===== config.mk =====
export PLATFORM = sky130hd
export DESIGN_NAME = decoder_scan_ctrl
export DESIGN_NICKNAME = d
export VERILOG_FILES = /design/src/rtl/decoder_scan_pkg.sv /design/src/rtl/scan_tick_cnt.sv /design/src/rtl/decoder_scan_ctrl.sv
export SDC_FILE = /design/constraint.sdc
export NUM_CORES = 1
export LEC_CHECK = 0
export CORE_MARGIN = 4
export CORE_UTILIZATION = 52
export CTS_CLUSTER_DIAMETER = 100
export DETAILED_ROUTE_END_ITERATION = 8
export DONT_BUFFER_PORTS = 1
export HOLD_SLACK_MARGIN = 0.06
export PLACE_DENSITY = 0.79
export SYNTH_ARGS = -nofsm -noshare
export SYNTH_HDL_FRONTEND = slang
export SYNTH_SLANG_ARGS = --single-unit

===== constraint.sdc =====
create_clock -name clk -period 2.14 [get_ports clk]
set_clock_uncertainty 0.1 [all_clocks]
set_input_delay 0.321 -clock clk [delete_from_list [all_inputs] [get_ports clk]]
set_output_delay 0.321 -clock clk [all_outputs]
set_load 0.02 [all_outputs]

===== src/rtl/decoder_scan_pkg.sv =====
// Shared types and constants for the 2-to-4 decoder scan controller.
// Channel search helper is used by the optional SCAN_SKIP_EN build.
package decoder_scan_pkg;

    typedef enum logic [1:0] {
        IDLE   = 2'd0,
        ACTIVE = 2'd1,
        BLANK  = 2'd2
    } state_e;

    localparam int CNT_W            = 8;
    localparam int DEF_ACTIVE_TICKS = 4;
    localparam int DEF_BLANK_TICKS  = 2;

    typedef struct packed {
        logic       found;
        logic [1:0] ch;
    } chsel_t;

    // First unmasked channel strictly after cur, cyclically (cur itself last).
    function automatic chsel_t next_chan(input logic [1:0] cur,
                                         input logic [3:0] mask);
        chsel_t     r;
        logic [1:0] c;
        r = '0;
        for (int i = 1; i <= 4; i++) begin
            c = cur + 2'(i);
            if (!r.found && !mask[c]) begin
                r.found = 1'b1;
                r.ch    = c;
            end
        end
        return r;
    endfunction

endpackage


===== src/rtl/scan_tick_cnt.sv =====
// Reloadable 8-bit down counter; expire_o is high while the count is zero.
// Holds at zero until the next load.
module scan_tick_cnt
    import decoder_scan_pkg::*;
(
    input  logic             clk,
    input  logic             rst_n,
    input  logic             load_i,
    input  logic [CNT_W-1:0] load_val_i,
    output logic             expire_o
);

    logic [CNT_W-1:0] count_q;

    assign expire_o = (count_q == '0);

    always_ff @(posedge clk or negedge rst_n) begin
        if (!rst_n) begin
            count_q <= '0;
        end else if (load_i) begin
            count_q <= load_val_i;
        end else if (!expire_o) begin
            count_q <= count_q - 1'b1;
        end
    end

endmodule


===== src/rtl/decoder_scan_ctrl.sv =====
// Scan controller driving select/enable of a 2-to-4 decoder.
// Define SCAN_SKIP_EN to add skip_mask[3:0] channel skipping.
module decoder_scan_ctrl
    import decoder_scan_pkg::*;
#(
    parameter int ACTIVE_TICKS = DEF_ACTIVE_TICKS,
    parameter int BLANK_TICKS  = DEF_BLANK_TICKS
) (
    input  logic       clk,
    input  logic       rst_n,
    input  logic       run,
`ifdef SCAN_SKIP_EN
    input  logic [3:0] skip_mask,
`endif
    output logic       a,
    output logic       b,
    output logic       e,
    output logic       busy,
    output logic       frame_done
);

    localparam logic [CNT_W-1:0] A_LOAD = CNT_W'(ACTIVE_TICKS - 1);
    localparam logic [CNT_W-1:0] B_LOAD =
        CNT_W'((BLANK_TICKS > 0) ? BLANK_TICKS - 1 : 0);

    state_e           state_q, state_d;
    logic [1:0]       ch_q, ch_d;
    logic             e_q, busy_q, fd_q, fd_d;
    logic             load;
    logic [CNT_W-1:0] load_val;
    logic             expire;
    logic [3:0]       mask;
    chsel_t           nxt, first;

`ifdef SCAN_SKIP_EN
    assign mask = skip_mask;
`else
    assign mask = '0;
`endif

    assign nxt   = next_chan(ch_q, mask);
    assign first = next_chan(2'd3, mask);

    scan_tick_cnt u_tick (
        .clk       (clk),
        .rst_n     (rst_n),
        .load_i    (load),
        .load_val_i(load_val),
        .expire_o  (expire)
    );

    always_comb begin
        state_d  = state_q;
        ch_d     = ch_q;
        fd_d     = 1'b0;
        load     = 1'b0;
        load_val = '0;
        unique case (state_q)
            IDLE: begin
                if (run && first.found) begin
                    state_d  = ACTIVE;
                    ch_d     = first.ch;
                    load     = 1'b1;
                    load_val = A_LOAD;
                end
            end
            ACTIVE: begin
                if (expire) begin
                    load = 1'b1;
                    if (run && nxt.found) begin
                        ch_d = nxt.ch;
                        // Advancing to an index not above the current one means channel 3 was passed.
                        fd_d = (nxt.ch <= ch_q);
                        if (BLANK_TICKS == 0) begin
                            state_d  = ACTIVE;
                            load_val = A_LOAD;
                        end else begin
                            state_d  = BLANK;
                            load_val = B_LOAD;
                        end
                    end else begin
                        state_d = IDLE;
                        ch_d    = 2'd0;
                    end
                end
            end
            BLANK: begin
                if (!run) begin
                    state_d = IDLE;
                    ch_d    = 2'd0;
                    load    = 1'b1;
                end else if (expire) begin
                    state_d  = ACTIVE;
                    load     = 1'b1;
                    load_val = A_LOAD;
                end
            end
            default: begin
                state_d = IDLE;
                ch_d    = 2'd0;
                load    = 1'b1;
            end
        endcase
    end

    always_ff @(posedge clk or negedge rst_n) begin
        if (!rst_n) begin
            state_q <= IDLE;
            ch_q    <= 2'd0;
            e_q     <= 1'b0;
            busy_q  <= 1'b0;
            fd_q    <= 1'b0;
        end else begin
            state_q <= state_d;
            ch_q    <= ch_d;
            e_q     <= (state_d == ACTIVE);
            busy_q  <= (state_d != IDLE);
            fd_q    <= fd_d;
        end
    end

    assign a          = ch_q[1];
    assign b          = ch_q[0];
    assign e          = e_q;
    assign busy       = busy_q;
    assign frame_done = fd_q;

endmodule


==> results of run 1 <==
## flip-flops by register name (all words and copies together) (netlist names)
name            flops
busy                1
ch_q                2
u_tick.count_q      8
state_q             2
e                   1
frame_done          1
## where the power goes
group          leakage [nW]  internal [mW]  total [mW]  switching (mW)
combinational         0.176          0.256       0.567           0.311
clock                0.0139         0.0710       0.165          0.0938
sequential            0.190          0.384       0.537           0.154
total                 0.381          0.711        1.27           0.559
## stage by stage
step / util / hold slack, ns / worst slack, ns / instance area, um2
floorplan: - / -0.0746 / 0.218 / 845
global placement: 0.555 / -0.0743 / 0.128 / 846
detailed placement: 0.555 / -0.0743 / 0.0829 / 846
CTS: 0.588 / 0.131 / 0.0810 / 896
global route: 0.596 / 0.152 / 0.0106 / 908
finish: 0.596 / 0.132 / 0.0885 / 908
## worst max-delay path, delay by kind of cell, from the launching register on
kind / cells / cell delay [ns]
AOI/OAI and AO/OA: 2 / 0.36
adders and majority gates: 1 / 0.14
buffers and inverters: 1 / 0.08
DFF: 1 / 0.41
and+or+nand+nor: 2 / 0.84
## how the worst max path moves through the flow
| stage | start | end | cells past startpoint |
|---|---|---|---|
| final | u_tick.count_q[1] | u_tick.count_q[1] | 6 |
| after global routing | u_tick.count_q[0] | u_tick.count_q[1] | 6 |
| after CTS | u_tick.count_q[0] | u_tick.count_q[1] | 6 |
| after detailed placement | u_tick.count_q[0] | u_tick.count_q[1] | 6 |
| after global placement | u_tick.count_q[0] | u_tick.count_q[1] | 6 |
| after floorplan | u_tick.count_q[0] | state_q[1] | 6 |
## area by class of cell
type / instances / area share
Multi-Input combinational cell: 68 / 0.489
Sequential cell: 15 / 0.413
Clock buffer: 3 / 0.0248
Timing Repair Buffer: 2 / 0.0220
Tap cell: 16 / 0.0220
Inverter: 5 / 0.0207
Clock inverter: 1 / 0.00826
## cells by family after synthesis
family                     Yosys count  synth area share
and+or+nand+nor                     39             0.253
adders and majority gates            3            0.0444
muxes                                4            0.0533
AOI/OAI and AO/OA                   21             0.150
buffers and inverters                8            0.0444
xor gates and xnor gates             1            0.0104
DFF                                 15             0.444
## cell usage in the layout, fill, tap and decap left out, types with 2 or more instances in the layout
cell type | synthesis | routed
nor2_1 | 9 | 9
nand2b_1 | 4 | 4
mux2i_1 | 3 | 3
dlygate4sd3_1 | 0 | 2
o21ai_1 | 4 | 4
nor3_1 | 5 | 5
inv_1 | 5 | 5
clkbuf_4 | 0 | 3
or3b_2 | 2 | 2
a21oi_1 | 8 | 7
dfrtp_1 | 15 | 15
a31oi_1 | 2 | 2
ha_1 | 3 | 3
nor4_1 | 2 | 2
nor4b_1 | 2 | 2
nand2_1 | 8 | 8
a21boi_0 | 2 | 2
## repair_timing
item / in CTS / in global routing
setup endpoints to repair: 0 / 5
hold endpoints to repair: 16 / 0
hold buffers: 2 / 0
gates resized for setup: 0 / 3
## metal layers
metal,up-vias,track usage
met5,-,0
met4,0,0.0691
met3,6,0.0307
met2,19,0.202
met1,304,0.200
li1,333,-
==> metrics.txt, run 1 <==
status=finished, final reports clean; crit share post-route=0.959; CP endpoint kind=register; Clock Tree Buf Depth=2; worst setup path class=register to register; DP Wirelength=about 1100 um; post-detailed-route wirelength per cell=14.0 um; M1 wire length=~770 um; Initial DRT Pass Iterations=5; syn_area_per_cell=between 9 and 10 um2; die footprint=0.00233 mm2; Leak=between 0.3 and 0.4 nW; post-synthesis sequential area ratio=0.444; FF+latch count, synth=15; Post-synth EDFFs=0; yosys warns=0; Clock Sinks=15; ys flop type=dfrtp_1; met3 wire len=roughly 80 um; Critical Path AT=between 2 and 2.5 ns; area of the multi-input gates=~440 um2; cell accounting for the most synthesized area=dfrtp_1; DRC Markers=0; worst hold path class=input pin to register; NumNets Final=just over 100; initial antenna violation count=0; VDD IR-drop max=742 uV; FF-to-FF setup slack=~0.089 ns; min Tclk post-route=between 2 and 2.5 ns; Hold Crit Depth=2; Root Buffer Master=clkbuf_4; placed cell count=~100; Global Route Usage Sum=0.141; DRT Wirelength=~1500 um; synth cell count leaders=dfrtp_1, nor2_1, a21oi_1, nand2_1; post-CTS setup buffers=0; setup_tns=0 ns; setup violators final=0; Skew-Pair Late Insertion Delay=0.28 ns; RSZ-0062 raised after global routing=false; pwr/cell area=around 1400 mW/mm2; syn nets=97; H-tree levels=1; cell area after synthesis=roughly 840 um2; Worst Path Max Fanout=6; slowest stage delay, CP=approximately 0.5 ns; Crit Reg-Reg Startpoint=u_tick.count_q[1]; routed wl met2=666 um; Register Area=roughly 380 um2; HP Start=run; CP required=2.20 ns; Slew headroom=0.550; top-level port count=8; gr ovfl total=0; top-area cell type share of the netlist area=0.444; Die Height=~48 um; ANT nets after route=0; DR iter-0 viols=16; final std cells w/o fill=110; Mapped Cells=a little over 90; crit path cell chain=inv_1 > ha_1 > or3b_2 > or2_1 > a21oi_2 > o221ai_1; first-pass GRT wire length=roughly 2700 um; Crit-path slowest cell=or3b_2; ys async rst share=1.00; Die Wd=between 40 and 50 um; worst-margin pin slew=between 0.6 and 0.7 ns; Vias=662; Final Power=roughly 1.3 mW; most frequent cell after synthesis=dfrtp_1; CTS tree=yes; largest net degree at the start of global routing=16; RePlAce Congestion=slightly above 0.9; R2R Path End=u_tick.count_q[1]; # fillers=approximately 140; Starting Density=0.554; synth-to-layout area growth=7.56%; f_max=a little under 500 MHz; Final Hold Fails=0; CP Launch Type=register; max layer used=met4; total of max-cap violations=0; number of global-route vias before repair=approximately 640; row count=14; n_diodes=0; Vias/cell=approximately 6; Port Buffers=0; Hold EP=state_q[0]; Slew Limit Fails=0; TritonCTS Buffers=3; leading post-synthesis cells by cell area=dfrtp_1, a21oi_1, ha_1; share of cells above drive strength 1=0.128; Core Box Area=~0.0015 mm2; number of distinct library cells after synthesis=31; worst reg-to-reg path cell count=6; clock transition at the registers of the reported paths=about 0.10 ns
Power figures use the tool's default switching activity.
==> run 2, diff against run 1 <==
--- a/config.mk
+++ b/config.mk
@@ -5,9 +5,8 @@
 export SDC_FILE = /design/constraint.sdc
 export NUM_CORES = 1
 export LEC_CHECK = 0
-export CORE_MARGIN = 4
+export CORE_MARGIN = 2
 export CORE_UTILIZATION = 52
-export CTS_CLUSTER_DIAMETER = 100
 export DETAILED_ROUTE_END_ITERATION = 8
 export DONT_BUFFER_PORTS = 1
 export HOLD_SLACK_MARGIN = 0.06
@@ -15,3 +14,4 @@
 export SYNTH_ARGS = -nofsm -noshare
 export SYNTH_HDL_FRONTEND = slang
 export SYNTH_SLANG_ARGS = --single-unit
+export TNS_END_PERCENT = 100
==> run 2 against run 1 <==
  * Via count rose by 2.1%
  * Cell area down 0.14%
  * Clock power fell by 2%
  * Setup slack improved by 0.022 ns
  * Combinational power up 4%
  * Core utilization up 0.61 points
  * Maximum frequency is 1.1% higher
  * Final cell count is the same
  * Worst hold slack improved by 0.0025 ns
  * Critical endpoint is now state_q[1]
  * Highest routed layer unchanged
==> metrics.txt, run 2 (same netlist as run 1, synthesis figures left out) <==
worst-margin pin slew=0.669 ns (was 0.672 ns); most frequent cells in the layout=dfrtp_1, nor2_1, nand2_1, a21oi_1 (unchanged); Slew headroom=0.553 (was 0.550); f_max=493 MHz (was 487 MHz); VDD IR-drop max=649 uV (was 742 uV); Hold Crit Depth=2 (unchanged); Crit Reg-Reg Startpoint=u_tick.count_q[0] (was u_tick.count_q[1]); min Tclk post-route=2.03 ns (was 2.05 ns); Initial DRT Pass Iterations=4 (was 5); ANT nets after route=0 (unchanged); gr ovfl total=0 (unchanged); Die Wd=44.3 um (was 48.3 um); CP endpoint kind=register (unchanged); number of flip-flops in the largest register=8 (unchanged); DP Wirelength=1180 um (was 1120 um); top-level port count=8 (unchanged); Hold EP=state_q[1] (was state_q[0]); total of max-cap violations=0 (unchanged); n_diodes=0 (unchanged); Clock Sinks=15 (unchanged); CP required=2.27 ns (was 2.20 ns); worst setup path class=register to register (unchanged); R2R Path End=state_q[1] (was u_tick.count_q[1]); Die Height=44.3 um (was 48.3 um); crit share post-route=0.948 (was 0.959); DP Area=846 um2 (unchanged); initial antenna violation count=0 (unchanged); Worst Path Max Fanout=6 (unchanged); Leak=0.386 nW (was 0.381 nW); Port Buffers=0 (unchanged); DRC Markers=0 (unchanged); first-pass GRT wire length=2790 um (was 2680 um); Root Buffer Master=clkbuf_4 (unchanged); Global Route Usage Sum=0.205 (was 0.141); Skew-Pair Late Insertion Delay=0.29 ns (was 0.28 ns); die footprint=0.00196 mm2 (was 0.00233 mm2); FF-to-FF setup slack=0.11 ns (was 0.09 ns); RSZ-0062 raised after global routing=false (unchanged); Clock Tree Buf Depth=2 (unchanged); Slew Limit Fails=0 (unchanged); row count=14 (unchanged); worst hold path class=input pin to register (unchanged); HP Start=run (unchanged); H-tree levels=1 (unchanged); DRT Wirelength=1670 um (was 1540 um); NumNets Final=101 (unchanged); CP top delay family=simple AND/OR/NAND/NOR gates (unchanged); Final Power=1.29 mW (was 1.27 mW); Final Hold Fails=0 (unchanged); final hold slack=0.134 ns (was 0.132 ns); number of global-route vias before repair=623 (was 637); Crit-path slowest cell=or3b_2 (unchanged); Vias/cell=6.15 (was 6.02); post-CTS setup buffers=0 (unchanged); largest net degree at the start of global routing=16 (unchanged); Worst Path Buf+Inv=1 (unchanged); pwr/cell area=1420 mW/mm2 (was 1400 mW/mm2); RePlAce Congestion=0.895 (was 0.922); setup violators final=0 (unchanged); commonest non-fill, non-tap cell in the layout=dfrtp_1 (unchanged); slowest stage delay, CP=0.51 ns (about the same); Critical Path AT=2.16 ns (was 2.11 ns); synth-to-layout area growth=7.41% (was 7.56%); status=finished, final reports clean (unchanged); CTS tree=yes (unchanged); Vias=676 (was 662); largest registers=u_tick.count_q: 8 flops, ch_q: 2 flops, state_q: 2 flops (unchanged); fin area=907 um2 (was 908 um2); share of cells above drive strength 1=0.138 (was 0.128); worst reg-to-reg path cell count=6 (unchanged); Biggest register=u_tick.count_q (unchanged); CP Launch Type=register (unchanged); TritonCTS Buffers=3 (unchanged); DR iter-0 viols=14 (was 16); Core Box Area=0.00151 mm2 (was 0.00152 mm2); clock transition at the registers of the reported paths=0.09 ns (was 0.10 ns); Starting Density=0.561 (was 0.554); crit path cell chain=inv_1 > ha_1 > or3b_2 > or3_4 > mux2_4 > nor2_2 (was inv_1 > ha_1 > or3b_2 > or2_1 > a21oi_2 > o221ai_1); setup_tns=0 ns (unchanged); post-detailed-route wirelength per cell=15.1 um (was 14.0 um)
run 2: area by class of cell:
type	count	area (um2)
fillers	126	599
multi-input cells	68	445
flip-flops and latches	15	375
clock buffers	3	22.5
repair buffers	2	20.0
well taps	16	20.0
inverters	5	18.8
clock inverters	1	5.00
run 2: worst max-delay path by stage:
stage                      startpoint                end  slack, ns  cells past startpoint
floorplan           u_tick.count_q[0]         state_q[1]       0.22                      6
global placement    u_tick.count_q[0]  u_tick.count_q[1]       0.12                      6
detailed placement  u_tick.count_q[0]  u_tick.count_q[1]       0.08                      6
CTS                 u_tick.count_q[0]  u_tick.count_q[1]       0.07                      6
global route        u_tick.count_q[0]         state_q[1]       0.01                      6
finish              u_tick.count_q[0]         state_q[1]       0.11                      6
run 2: what timing repair did:
item	4_1_cts	5_1_grt
endpoints found under the setup margin	0	8
hold endpoints to repair	15	1
hold buffers	1	1
gates resized for setup	0	3
run 2: power by group:
part,internal [mW],switching [mW],leakage (nW),total (mW)
clock network,0.0695,0.0914,0.0177,0.161
registers,0.384,0.156,0.190,0.540
logic,0.263,0.324,0.178,0.587
run 2: worst register-to-register path, stage by stage (launching register included):
cell and delay, ns:
dfrtp_1 0.41, inv_1 0.09, ha_1 0.16, or3b_2 0.51, or3_4 0.37, mux2_4 0.27, nor2_2 0.07
run 2: per-layer routing:
| layer | vias to the layer above | global-route usage | share of wire |
|---|---|---|---|
| li1 | 326 | - | - |
| met4 | 0 | 0.152 | 0.043 |
| met3 | 7 | 0.0571 | 0.043 |
| met2 | 21 | 0.300 | 0.47 |
| met1 | 322 | 0.258 | 0.44 |
| met5 | - | 0 | 0 |
run 2: metrics by stage:
| stage | worst slack [ns] | cells | utilization |
|---|---|---|---|
| 6_report | 0.110 | 110 | 0.602 |
| 2_1_floorplan | 0.218 | 91 | - |
| 3_5_place_dp | 0.0848 | 104 | 0.561 |
| 3_3_place_gp | 0.120 | 104 | 0.561 |
| 4_1_cts | 0.0736 | 109 | 0.586 |
| 5_1_grt | 0.0130 | 110 | 0.602 |
==> run 3, diff against run 2 <==
--- a/config.mk
+++ b/config.mk
@@ -14,4 +14,4 @@
 export SYNTH_ARGS = -nofsm -noshare
 export SYNTH_HDL_FRONTEND = slang
 export SYNTH_SLANG_ARGS = --single-unit
-export TNS_END_PERCENT = 100
+export TNS_END_PERCENT = 1
==> results of run 3 <==
Same layout as run 2: the final DEF is identical, and so are final timing and power.
